[config.mk]
export PLATFORM = sky130hd
export DESIGN_NAME = ps_power_sum
export DESIGN_NICKNAME = d
export VERILOG_FILES = /design/src/rtl/ps_power_sum.sv
export SDC_FILE = /design/constraint.sdc
export NUM_CORES = 1
export LEC_CHECK = 0
export CORE_UTILIZATION = 30
export DETAILED_ROUTE_END_ITERATION = 10
export GPL_TIMING_DRIVEN = 0
export PLACE_DENSITY = 0.57
export SYNTH_ARGS = -nofsm -noshare
export SYNTH_HDL_FRONTEND = slang
export SYNTH_SLANG_ARGS = --single-unit
[constraint.sdc]
create_clock -name clk -period 7.7 [get_ports clk]
set_input_delay 1.54 -clock clk [delete_from_list [all_inputs] [get_ports clk]]
set_output_delay 1.54 -clock clk [all_outputs]
set_load 0.05 [all_outputs]
[src/rtl/ps_power_sum.sv]
// Windowed signal-power extractor: squares samples, sums 32-sample blocks,
// and reports the running energy of the most recent 8 blocks.
module ps_power_sum #(
    parameter int DATA_WIDTH   = 16,
    parameter int UNIT_WIDTH   = 32,
    parameter int MID_WIDTH    = 37,
    parameter int OUTPUT_WIDTH = 40
) (
    input  logic                           clk,
    input  logic                           rst,
    input  logic                           en,
    input  logic signed [DATA_WIDTH-1:0]   din,
    output logic signed [OUTPUT_WIDTH-1:0] dout,
    output logic                           data_valid
);

    localparam int CNT_W      = MID_WIDTH - UNIT_WIDTH;
    localparam int BLOCK_LEN  = 2 ** CNT_W;
    localparam int HIST_W     = OUTPUT_WIDTH - MID_WIDTH;
    localparam int NUM_BLOCKS = 2 ** HIST_W;

    logic signed [2*DATA_WIDTH-1:0] prod;
    logic [UNIT_WIDTH-1:0]   sq_r;
    logic                    sq_v;
    logic [CNT_W-1:0]        cnt;
    logic [MID_WIDTH-1:0]    acc;
    logic [MID_WIDTH-1:0]    hist [NUM_BLOCKS];
    logic [HIST_W:0]         fill;
    logic [OUTPUT_WIDTH-1:0] total;

    logic [MID_WIDTH-1:0]    blk;
    logic [MID_WIDTH-1:0]    oldest;
    logic [HIST_W:0]         fill_nxt;
    logic [OUTPUT_WIDTH-1:0] total_nxt;
    logic                    last;
    logic                    full;

    assign prod = din * din;

    // Until the history is full, nothing real leaves the window.
    always_comb begin
        blk       = acc + MID_WIDTH'(sq_r);
        last      = (cnt == CNT_W'(BLOCK_LEN - 1));
        full      = (fill == (HIST_W + 1)'(NUM_BLOCKS));
        oldest    = full ? hist[NUM_BLOCKS-1] : '0;
        fill_nxt  = full ? fill : fill + (HIST_W + 1)'(1);
        total_nxt = total + OUTPUT_WIDTH'(blk) - OUTPUT_WIDTH'(oldest);
    end

    always_ff @(posedge clk) begin
        if (rst) begin
            sq_r       <= '0;
            sq_v       <= 1'b0;
            cnt        <= '0;
            acc        <= '0;
            fill       <= '0;
            total      <= '0;
            dout       <= '0;
            data_valid <= 1'b0;
            for (int i = 0; i < NUM_BLOCKS; i++) begin
                hist[i] <= '0;
            end
        end else begin
            sq_r       <= UNIT_WIDTH'($unsigned(prod));
            sq_v       <= en;
            data_valid <= 1'b0;
            if (sq_v) begin
                cnt <= cnt + CNT_W'(1);
                if (last) begin
                    acc     <= '0;
                    hist[0] <= blk;
                    for (int i = 1; i < NUM_BLOCKS; i++) begin
                        hist[i] <= hist[i-1];
                    end
                    fill       <= fill_nxt;
                    total      <= total_nxt;
                    dout       <= $signed(total_nxt);
                    data_valid <= (fill_nxt == (HIST_W + 1)'(NUM_BLOCKS));
                end else begin
                    acc <= blk;
                end
            end
        end
    end

endmodule

==> Yosys cells after proc, flatten, opt, wreduce, memory -nomap -nowiden <==
Memories as Yosys holds them, arrays and structs flattened.
Index checks and enable logic that the tools add are counted.
{ "word_totals": {"ff_bits": 120, "ramBits": 296, "n_memories": 1} }
{ "op_classes": {"add_sub_neg": 5, "mul": 1, "n_eq_ne": 3, "n_mux": 17, "bitwise_logic": 10, "reduce_logical": 2} }
{ "memory_table": {"columns": ["memory", "words", "word_bits", "read_ports", "rd_ports_with_merged_regs", "wr", "line_no", "source"], "rows": [
  ["hist", 8, 37, 8, 0, 8, "27", "logic [MID_WIDTH-1:0] hist [NUM_BLOCKS];"]
]} }
{ "ops": {"columns": ["operator", "n"], "rows": [
  ["$mux W37", 10],
  ["$add A40 B37 Y40", 1],
  ["$sub A40 B37 Y40", 1],
  ["$add A37 B32 Y37", 1],
  ["$mul A16 B16 Y32", 1],
  ["$eq A4 B4 Y1 const B", 2],
  ["$or A1 B1 Y1", 8],
  ["$mux W1", 6],
  ["$add A5 B1 Y5 const B", 1],
  ["$eq A5 B5 Y1 const B", 1],
  ["$add A4 B1 Y4 const B", 1],
  ["$mux W4", 1],
  ["$reduce_or A3 Y1", 1],
  ["$not A1 Y1", 2],
  ["$reduce_and A2 Y1", 1]
]} }

==> Logic depth before layout (Yosys ltp) <==
{ "logic_depth": {"depth_word": 6, "depth_mapped": 25, "mapped_depth_nobuf": 24} }

==> Least setup slack after synthesis <==
OpenSTA, ideal clock, no wires.
{ "synth_timing": {"path_kind": "input -> register", "startpoint": "in din[5]", "endpoint": "reg sq_r[31]", "setup_time_ns": 0.128, "t_arrival_ns": 7.150, "path_slack_ns": 0.423, "stages": 21, "cell_sequence": "clkbuf_1 clkbuf_1 nand2_1 fa_1 fa_1 fa_1 inv_1 fa_1 fa_1 inv_1 fa_1 inv_1 ha_1 and3_1 nand3_1 o31ai_1 a211oi_1 o211a_1 o31ai_1 xnor2_1 nor2_1"} }
{ "synth_between": {"elab_chain_cells": 1} }
{ "synth_lines": {"columns": ["element", "line_no", "source"], "rows": [
  ["from (decl)", "12", "input logic signed [DATA_WIDTH-1:0] din,"],
  ["$mul A16 B16 Y32", "38", "assign prod = din * din;"],
  ["to (signal assigned)", "64", "sq_r <= UNIT_WIDTH'($unsigned(prod));"],
  ["to (decl)", "23", "logic [UNIT_WIDTH-1:0] sq_r;"]
]} }
Every way passes these cells.
A chain may end at the register's enable or synchronous reset.

==> Worst setup path in the final report <==
{ "layout_timing": {"startpoint": "in din[4]", "endpoint": "reg sq_r[31]"} }
The elaborated chain is that of the path after synthesis.

==> flow_metrics.py <==
metrics = {
    "worst_setup_path": {
        "crit_required_ns": 8.15,
        "end_kind": "register",
        "startpoint_type": "primary input",
        "crit_buf_inv": 5,
        "cpMostUsedCell": "fa_1",
        "cpPeakStageDelay_ns": 0.57,
        "crit_path_top_delay_cell": "fa_1",
        "cp_top_family": "adder cells",
        "path_class": "primary input to register",
        "crit_fanout": 10,
        "worst_ep_arrival_time_ns": 7.87,
        "cp_cell_sequence": "clkdlybuf4s50_1, clkbuf_1, nand2_1, fa_1, fa_1, fa_1, inv_1, fa_1, fa_1, inv_1, fa_1, inv_1, ha_1, and3_1, nand3_1, o31ai_4, a211oi_2, o211a_1, o31ai_1, xnor2_1, nor2_1",
    },
    "sta": {
        "fin_skew_ns": 0.0198,
        "slew_viol_final": 0,
        "final_hold_viol_count": 0,
        "fin_setup_tns_ns": 0,
        "tightest_slew_ns": 1.36,
        "fin_crit_sh": 0.964,
        "setup_viol": 0,
        "fmax_ghz": 0.135,
        "post-route-min-period_ns": 7.42,
        "relSlewSlack": 0.0908,
    },
    "routing": {
        "num_vias": 19100,
        "drc_errors": 0,
        "via_per_inst": 4.58,
        "wl_per_cell_um": 16.7,
        "antenna_left": 0,
        "drt_wl_total_um": 69500,
        "drt-pass1-iter-count": 5,
        "first_iter_violations": 966,
    },
    "clock_tree": {
        "holdBufCountCts": 0,
        "path_clk_slew_ns": 0.06,
        "tritoncts": "yes",
        "cts_buffers": 44,
        "cts_buffer_depth": 3,
        "htree_levels": 2,
        "clock_sinks": 415,
        "root_buffer": "clkbuf_16",
        "insertion_delay_ns": 0.59,
    },
    "grt": {
        "antenna_found_initial": 5,
        "use_met1": 0.191,
        "grt_busiest_layer": "met2",
        "grt_pass1_vias": 19300,
        "grt-ovfl-total": 0,
        "grt_max_degree": 123,
        "use_met3": 0.0187,
        "grt_usage": 0.144,
        "use_met2": 0.241,
        "grt_pass1_wl_um": 109000,
    },
    "power": {
        "powerDensity_nw_per_um2": 443,
        "p_leak_uw": 0.0145,
        "max-vdd-ir-drop_mv": 0.340,
        "totalPowerFinal_uw": 14400,
    },
    "yosys": {
        "ys_ff_latch": 415,
        "synth_area_sq_um": 28700,
        "synth_top_family_by_area": "adder cells",
        "muxShareOfSynthArea": 0.00174,
        "synthTopCellsByArea": "edfxtp_1 (31%), fa_1 (19%), dfxtp_1 (8.3%)",
        "synth_top_cell_by_area": "edfxtp_1",
        "avgSynthCellArea_sq_um": 10.4,
        "yosysTopAreaCellShare": 0.309,
        "synth-edff-count": 296,
        "synth_flop_cell": "edfxtp_1",
        "ys_warn_count": 0,
        "synthCells": 2756,
        "synth_cell_types": 74,
        "ys_seq_area_frac": 0.392,
        "synthXorXnorAreaFrac": 0.0320,
        "synth_compound_area_frac": 0.0881,
        "synthArstFlopShare": 0,
        "post_synth_fa_ha_maj_area_fraction": 0.261,
        "syn_nets": 3214,
        "synthSimpleGateAreaFrac": 0.150,
    },
    "layout": {
        "multi_input_area_sq_um": 15300,
        "fillers": 9626,
        "drive_gt1_frac": 0.0410,
        "nNetsFinal": 3326,
        "regArea_sq_um": 11300,
        "syn_to_final_growth_pct": 13.3,
    },
    "place": {
        "io_buffer_count": 57,
        "dp_hpwl_um": 54900,
        "gp_congestion": 0.871,
    },
    "floorplanning": {
        "rows": 113,
        "chipHeight_um": 312,
        "core_area_sq_um": 95000,
        "die_w_um": 312,
        "ios": 60,
        "initial_core_util": 0.303,
        "dieArea_sq_um": 97100,
    },
    "hold_path": {
        "hold_class": "register to register",
    },
    "outcome": {
        "outcome": "finished, final reports clean",
    },
    "job": {
        "cap_violations": 0,
    },
}
[power by group]
group	total, uW	leakage (uW)	internal [uW]	switching [uW]
combinational	9580	0.00977	4090	5490
clock	2200	0.000720	1280	914
sequential	2660	0.00402	2600	60.3
total	14400	0.0145	7960	6470
[worst reg2reg max path: stages, from the launching register on]
cell and delay [ns]:
dfxtp_1 0.31, ha_1 0.21, ha_1 0.21, a21o_1 0.16, a21oi_1 0.22, o21ai_0 0.16, a21oi_1 0.54, o21ai_0 0.43
a21o_1 0.28, a21oi_1 0.27, xor2_1 0.38, fa_1 0.25, inv_1 0.05, ha_1 0.25, clkbuf_1 0.21, a21o_1 0.26
a2111oi_0 0.36, o21ai_0 0.17, a31oi_1 0.33, o21ai_0 0.21, o211ai_1 0.36, a21oi_1 0.13, or3_1 0.32, a32o_1 0.24
[state kept, by name, summed over array words and instances (netlist names)]
name,count
data_valid,1
cnt,5
sq_r,31
sq_v,1
fill,4
dout,40
acc,37
hist,296
[cell type report]
| type | count | share of cell area |
|---|---|---|
| multi-input combinational | 1767 | 0.471 |
| timing repair buffer | 66 | 0.0212 |
| clock inverter | 31 | 0.0104 |
| antenna | 1 | 0.0000768 |
| inverter | 451 | 0.0525 |
| tap | 1265 | 0.0486 |
| clock buffer | 51 | 0.0353 |
| sequential | 415 | 0.346 |
| buffer | 123 | 0.0151 |
[worst paths after layout]
check	startpoint	endpoint	slack [ns]	cells after the start
max reg2reg	sq_r[0]$_SDFF_PP0_	dout[38]$_SDFFE_PP0P_	1.30	23
min	acc[15]$_SDFFE_PP0P_	acc[15]$_SDFFE_PP0P_	0.48	2
max	din[4]	sq_r[31]$_SDFF_PP0_	0.28	21
min reg2reg	acc[15]$_SDFFE_PP0P_	acc[15]$_SDFFE_PP0P_	0.48	2
[cells in the final DEF, fill, tap and decap left out, drive strengths merged, types with 11 or more instances in the layout]
master         instances
or3                   17
ha                   170
dfxtp                119
nand3                 29
nand2                157
and2                  72
o21bai                11
nor2b                 81
xor2                  43
a211oi                20
inv                  448
a21oi                133
xnor2                 62
nor3                  18
clkinv                22
a21o                  44
and3                 210
edfxtp               296
o21ai                 74
fa                   269
nor2                 176
nand2b                18
nand4                 13
clkbuf               166
a31oi                 15
clkdlybuf4s50         52
buf                   17
[layer usage]
| layer | vias to the layer above | share of wire |
|---|---|---|
| met3 | 94 | 0.044 |
| met4 | 2 | 0.029 |
| met2 | 383 | 0.47 |
| met1 | 9205 | 0.46 |
| li1 | 9401 | - |
| met5 | - | 0.00019 |
[cell families after synthesis]
family / Yosys count
XOR/XNOR: 105
AO/OA/AOI/OAI: 394
AND/OR/NAND/NOR: 824
buffers and inverters: 574
multiplexers: 5
adder cells (fa/ha/maj): 439
flip-flops: 415
[cell usage after synthesis, types with 8 or more instances]
cell	count
nand2_1	157
a211oi_1	19
nor2_1	176
o21bai_1	10
nor2b_1	81
a21o_1	44
xor2_1	43
dfxtp_1	119
o22ai_1	10
and3_1	210
xnor2_1	62
nand4_1	13
o211ai_1	8
fa_1	269
o21ai_0	71
edfxtp_1	296
nand2b_1	18
a31oi_1	14
and2_1	72
inv_1	446
nand3_1	29
ha_1	170
o32ai_1	8
clkbuf_1	116
nor3_1	18
a22oi_1	9
a21oi_1	133
or3_1	17
[through the flow]
stage	instance area (sq um)	util	cells	setup WS, ns	hold WS (ns)
after floorplan	28700	-	2756	0.423	0.445
after global placement	30900	0.325	4078	-1.19	0.453
after detailed placement	31000	0.326	4080	-1.23	0.464
after CTS	32500	0.342	4162	0.0299	0.480
after global routing	32600	0.343	4169	-0.000475	0.484
final	32600	0.343	4170	0.280	0.478
[timing repair]
item                       in CTS  in global routing
gates resized for setup        10                 37
setup buffers                   0                  7
pin swaps                       0                  1
cloned                          0                  0
setup endpoints to repair       9                  9
Note: power is estimated with default switching activity, not from simulation.
